$ cat config.mk
export PLATFORM = sky130hd
export DESIGN_NAME = stopwatch_bcd_chain
export DESIGN_NICKNAME = d
export VERILOG_FILES = /design/src/rtl/stopwatch_bcd_chain.sv
export SDC_FILE = /design/constraint.sdc
export NUM_CORES = 1
export LEC_CHECK = 0
export BUFFER_PORTS_ARGS = -buffer_cell sky130_fd_sc_hd__buf_2
export CAP_MARGIN = 20
export CORE_MARGIN = 2
export CORE_UTILIZATION = 30
export CTS_CLUSTER_SIZE = 12
export DETAILED_ROUTE_END_ITERATION = 16
export HOLD_SLACK_MARGIN = 0.15
export PLACE_DENSITY = 0.53
export SYNTH_ARGS = -nofsm -noshare
export SYNTH_HDL_FRONTEND = slang
export SYNTH_SLANG_ARGS = --single-unit
$ cat constraint.sdc
create_clock -name clk -period 2.3 [get_ports clk]
set_input_delay 0.115 -clock clk [delete_from_list [all_inputs] [get_ports clk]]
set_output_delay 0.115 -clock clk [all_outputs]
set_load 0.01 [all_outputs]
$ cat src/rtl/stopwatch_bcd_chain.sv
// stopwatch_bcd_chain: cascaded BCD time counter with run/stop/lap control.
// Digit i counts 0..5 when SEX_MASK[i] is set, otherwise 0..9. Digit 0 is the
// least-significant time unit. display shows a frozen lap snapshot while
// lap_active is high, otherwise it shows the live count.
module stopwatch_bcd_chain #(
    parameter int unsigned          DIGITS   = 6,
    parameter logic [DIGITS-1:0]    SEX_MASK = DIGITS'(6'b101000)
) (
    input  logic                  clk,
    input  logic                  r,
    input  logic                  tick,
    input  logic                  start_stop,
    input  logic                  lap,
    input  logic                  clear,
    output logic [4*DIGITS-1:0]   count,
    output logic [4*DIGITS-1:0]   display,
    output logic                  running,
    output logic                  lap_active,
    output logic                  overflow,
    output logic                  carry_out
);

    localparam int unsigned CW = 4 * DIGITS;

    typedef enum logic [1:0] {
        CLEARED = 2'd0,
        RUN     = 2'd1,
        STOP    = 2'd2
    } state_t;

    state_t          state_q, state_d;
    logic [CW-1:0]   count_q, count_d;
    logic [CW-1:0]   snap_q, snap_d;
    logic            lap_q, lap_d;
    logic            ovf_q, ovf_d;
    logic            carry_q, carry_d;
    logic            run_q;

    logic            inc_c;
    logic            clr_c;
    logic            wrap_c;
    logic [CW-1:0]   count_inc_c;
    logic            chain_en;
    logic [3:0]      dig;
    logic [3:0]      dmax;

    assign inc_c = tick && (state_q == RUN);
    assign clr_c = clear || (lap && (state_q == STOP));

    // Ripple carry chain: each digit advances when all lower digits are at max.
    always_comb begin
        chain_en    = inc_c;
        count_inc_c = count_q;
        dig         = 4'd0;
        dmax        = 4'd0;
        for (int i = 0; i < int'(DIGITS); i++) begin
            dig  = count_q[4*i +: 4];
            dmax = SEX_MASK[i] ? 4'd5 : 4'd9;
            if (chain_en) begin
                // At max wraps to 0; an illegal code (> max) is also forced to 0.
                count_inc_c[4*i +: 4] = (dig >= dmax) ? 4'd0 : dig + 4'd1;
            end
            chain_en = chain_en && (dig == dmax);
        end
        wrap_c = chain_en;
    end

    // Next-state and datapath decode; clear has priority over everything else.
    always_comb begin
        state_d = state_q;
        count_d = count_q;
        snap_d  = snap_q;
        lap_d   = lap_q;
        ovf_d   = ovf_q;
        carry_d = 1'b0;

        if (clr_c) begin
            state_d = CLEARED;
            count_d = '0;
            snap_d  = '0;
            lap_d   = 1'b0;
            ovf_d   = 1'b0;
        end else begin
            count_d = count_inc_c;
            carry_d = wrap_c;
            if (wrap_c) begin
                ovf_d = 1'b1;
            end
            case (state_q)
                CLEARED: begin
                    if (start_stop) state_d = RUN;
                end
                RUN: begin
                    if (start_stop) begin
                        state_d = STOP;
                    end else if (lap) begin
                        lap_d = !lap_q;
                        // Snapshot the pre-increment value on freeze.
                        if (!lap_q) snap_d = count_q;
                    end
                end
                STOP: begin
                    if (start_stop) state_d = RUN;
                end
                default: state_d = CLEARED;
            endcase
        end
    end

    // State and data registers with asynchronous active-high reset.
    always_ff @(posedge clk or posedge r) begin
        if (r) begin
            state_q <= CLEARED;
            count_q <= '0;
            snap_q  <= '0;
            lap_q   <= 1'b0;
            ovf_q   <= 1'b0;
            carry_q <= 1'b0;
            run_q   <= 1'b0;
        end else begin
            state_q <= state_d;
            count_q <= count_d;
            snap_q  <= snap_d;
            lap_q   <= lap_d;
            ovf_q   <= ovf_d;
            carry_q <= carry_d;
            run_q   <= (state_d == RUN);
        end
    end

    assign count      = count_q;
    assign display    = lap_q ? snap_q : count_q;
    assign running    = run_q;
    assign lap_active = lap_q;
    assign overflow   = ovf_q;
    assign carry_out  = carry_q;

endmodule

==> results by group <==
Worst setup path
  – Buf/Inv on CP: 1
  – Critical path depth: 6
  – Crit path max fanout: 5
  – CP peak stage delay: 430 ps
  – Reg2reg path depth: 6
  – Endpoint class of the critical path: flop
  – Critical path's top delay family: compound AO/OA/AOI/OAI gates
  – Startpoint types: flop
  – Critical setup path kind: reg -> reg
  – Ordered cell list for the critical path: inv_1 > ha_1 > or3b_1 > a211oi_1 > nand3b_1 > a21oi_1
  – Arrival time worst endpoint: 2150 ps
  – CP max-delay cell: dfrtp_1
  – Crit path required time: 2530 ps

Synth
  – Post-Synthesis Cells: about 320
  – Yosys top cell area share: a little over two fifths
  – Main synth FF type: dfrtp_1
  – Ys Warns: 0
  – Synth area leaders: dfrtp_1 44%, ha_1 7.3%, a32o_1 4.5%
  – Yosys top cell by area: dfrtp_1
  – Post-Syn Area: 3100 µm²
  – Mean Syn Cell Area: ~9.8 µm²
  – Mapped Nets: 339
  – Asr flop ratio synth: 100%
  – Sequential fraction of the synthesis area: 43.6%
  – #FFs+latches synth: 54
  – Distinct cells, synth: 48
  – Post-synth EDFFs: 0

Route
  – Vias per inst: 5.07
  – Routed len/inst: 14.9 µm
  – Detail Route Antenna Nets: 0
  – Pre-antenna DRT Iters: 4
  – Drt total wl: 7570 µm
  – Via count: roughly 2600
  – DRC Markers: 0
  – Iteration-0 DRC Markers: 130

Placed design
  – Dpl hpwl: 5260 µm
  – IO buf count: 57
  – GPL Wtd Cong: 0.823
  – Placement Setup Slack: 397 ps

Final layout
  – FILL cells: roughly 1100
  – Share of cells above drive strength 1: about 24%
  – Fin nets: a little under 400
  – Finished Core Util: 35.7%
  – P&R area growth vs syn: 17.2%
  – ANT cells: 0

CTS
  – Clock Sinks: 54
  – H-Tree Depth: 2
  – Clk slew on worst S/H paths: 100 ps
  – Clock Latency Late Sink: 300 ps
  – Root buffer cell: clkbuf_8
  – TritonCTS clock tree: yes
  – Num CTS Buffers: 5
  – Clock Path Buffers: 2

Global routing
  – Initial antenna violation count: 0
  – Vias in the first global route: 2519
  – First-pass GRT wire length: 12600 µm
  – All-Layer GR Usage: 13.8%
  – Grt ovf: 0
  – Largest net degree at the start of global routing: between 50 and 60

Floorplan
  – Initial Util: a little under a third
  – Std cell rows: 37
  – Die Ht: 106 µm
  – Core area: 10200 µm²
  – Die ar.: ~11000 µm²
  – Die width: 106 µm
  – # IOs: between 50 and 60

STA
  – FMAX: about 520 MHz
  – Tmin final: 1920 ps
  – Worst slew pin tran: 716 ps
  – RSZ-0062 raised after global routing: false
  – Slew Viols, Final: 0
  – Setup tns final: 0 ps
  – Final Skew: 10.1 ps
  – Fin. Hold Viols: 0
  – Tcrit/Tclk final: 83.6%
  – Final WS setup: 377 ps
  – Relative slew margins: 52.3%
  – Final setup viols: 0

Power and ir drop
  – Power Internal: 1310 µW
  – Net switching fraction of the power: 23.7%
  – Clock power share: 37.1%
  – Pleak: 0.00171 µW
  – Register share of total power: 55.8%
  – Peak VDD IR: 301 µV
  – PwrDens: 473 nW/µm²
  – Psw: 408 µW
  – Combinational group share of total power: between 7 and 8%

Flow run
  – Max Cap Violations: 0

Min path
  – Hold Path Depth: 3
  – Hold Path Class: in -> reg

Run status
  – Run status: completed
flip-flops by register name, summed over array words and instances, names as in the netlist:
register,count
state_q,2
running,1
snap_q,24
overflow,1
count,24
lap_active,1
carry_out,1
timing repair:
action / in CTS / in global routing
hold buffers: 2 / 0
gates resized for setup: 0 / 0
endpoints found under the hold margin: 57 / 0
buffers inserted: 0 / 0
power groups by stage:
stage | sequential (µW) | clock (µW) | combinational [µW]
finish | 960 | 638 | 123
global route | 961 | 713 | 138
CTS | 960 | 668 | 128
detailed placement | 978 | 0 | 125
global placement | 978 | 0 | 125
floorplan | 979 | 0 | 84.6
metrics by stage:
stage               total power (µW)  cells  hold slack [ps]  instance area [µm²]
detailed placement              1100    499              369                 3510
CTS                             1760    509              201                 3630
global placement                1100    499              364                 3510
floorplan                       1060    315              263                 3100
finish                          1720    509              209                 3630
global route                    1810    509              225                 3630
synthesized netlist by cell type, drive strengths merged, types with 7 or more instances:
master and count:
mux2i 11, nand4 7, nand2 25, nand3 10, ha 18, dfrtp 54
nor2 21, o21ai 27, a21oi 28, inv 16, mux2 12, nor3 10
buf 15, a32o 14
logic make-up (layout without fill, tap and decap cells):
| kind of cell | Yosys count | in the layout | share of synthesized area, % |
|---|---|---|---|
| muxes | 23 | 23 | 7.91 |
| and+or+nand+nor | 105 | 105 | 18.5 |
| AOI/OAI and AO/OA | 81 | 81 | 16.9 |
| adders and majority gates | 18 | 18 | 7.26 |
| buffers and inverters | 33 | 91 | 5.53 |
| DFF | 54 | 54 | 43.6 |
| xor gates and xnor gates | 1 | 1 | 0.282 |
per-layer routing:
| layer | vias up | global-route usage [%] | part of all wire (%) |
|---|---|---|---|
| met3 | 5 | 2.66 | 4.7 |
| met1 | 1265 | 18.5 | 47 |
| met2 | 60 | 23.0 | 48 |
| met5 | - | 0 | 0 |
| li1 | 1250 | - | - |
| met4 | 0 | 3.20 | 0.45 |
worst reg2reg max path, delay by kind of cell (launching register included):
kind	cells	cell delay [ps]
simple gates	2	520
buf+inv	1	100
fa+ha+maj	1	210
compound gates	2	590
flops	1	430
layout make-up:
cell class | instances | area, µm² | share of cell area, %
clock buffer | 5 | 68.8 | 1.89
tap | 136 | 170 | 4.68
inverter | 16 | 60.1 | 1.65
multi-input combinational | 228 | 1580 | 43.4
clock inverter | 3 | 40.0 | 1.10
timing repair buffer | 67 | 365 | 10.1
sequential | 54 | 1350 | 37.2
worst paths after layout:
kind	start	to	slack [ps]
min	clear	overflow	210
max in group asynchronous	r	snap_q[16]	1270
max reg2reg	count[5]	count[6]	380
min reg2reg	overflow	overflow	500
min in group asynchronous	r	snap_q[22]	530
max	count[5]	count[6]	380
layout by cell type, fill, tap and decap left out, types with 5 or more instances in the layout:
cell type  Yosys  routed
a32o_1        14      14
nor2_1        20      20
a21oi_1       26      26
nand2b_1       6       6
buf_4          1       8
dfrtp_1       54      54
nand3_1       10      10
nor3_1        10      10
inv_1         16      15
ha_1          18      18
o21ai_0       27      27
buf_2         10      57
nand2_1       25      25
mux2_2        12      12
nand3b_1       6       6
and3b_1        5       5
clkbuf_8       0       5
nand4_1        7       7
mux2i_1       11      11
No activity file was read; power rests on OpenSTA's default activity.
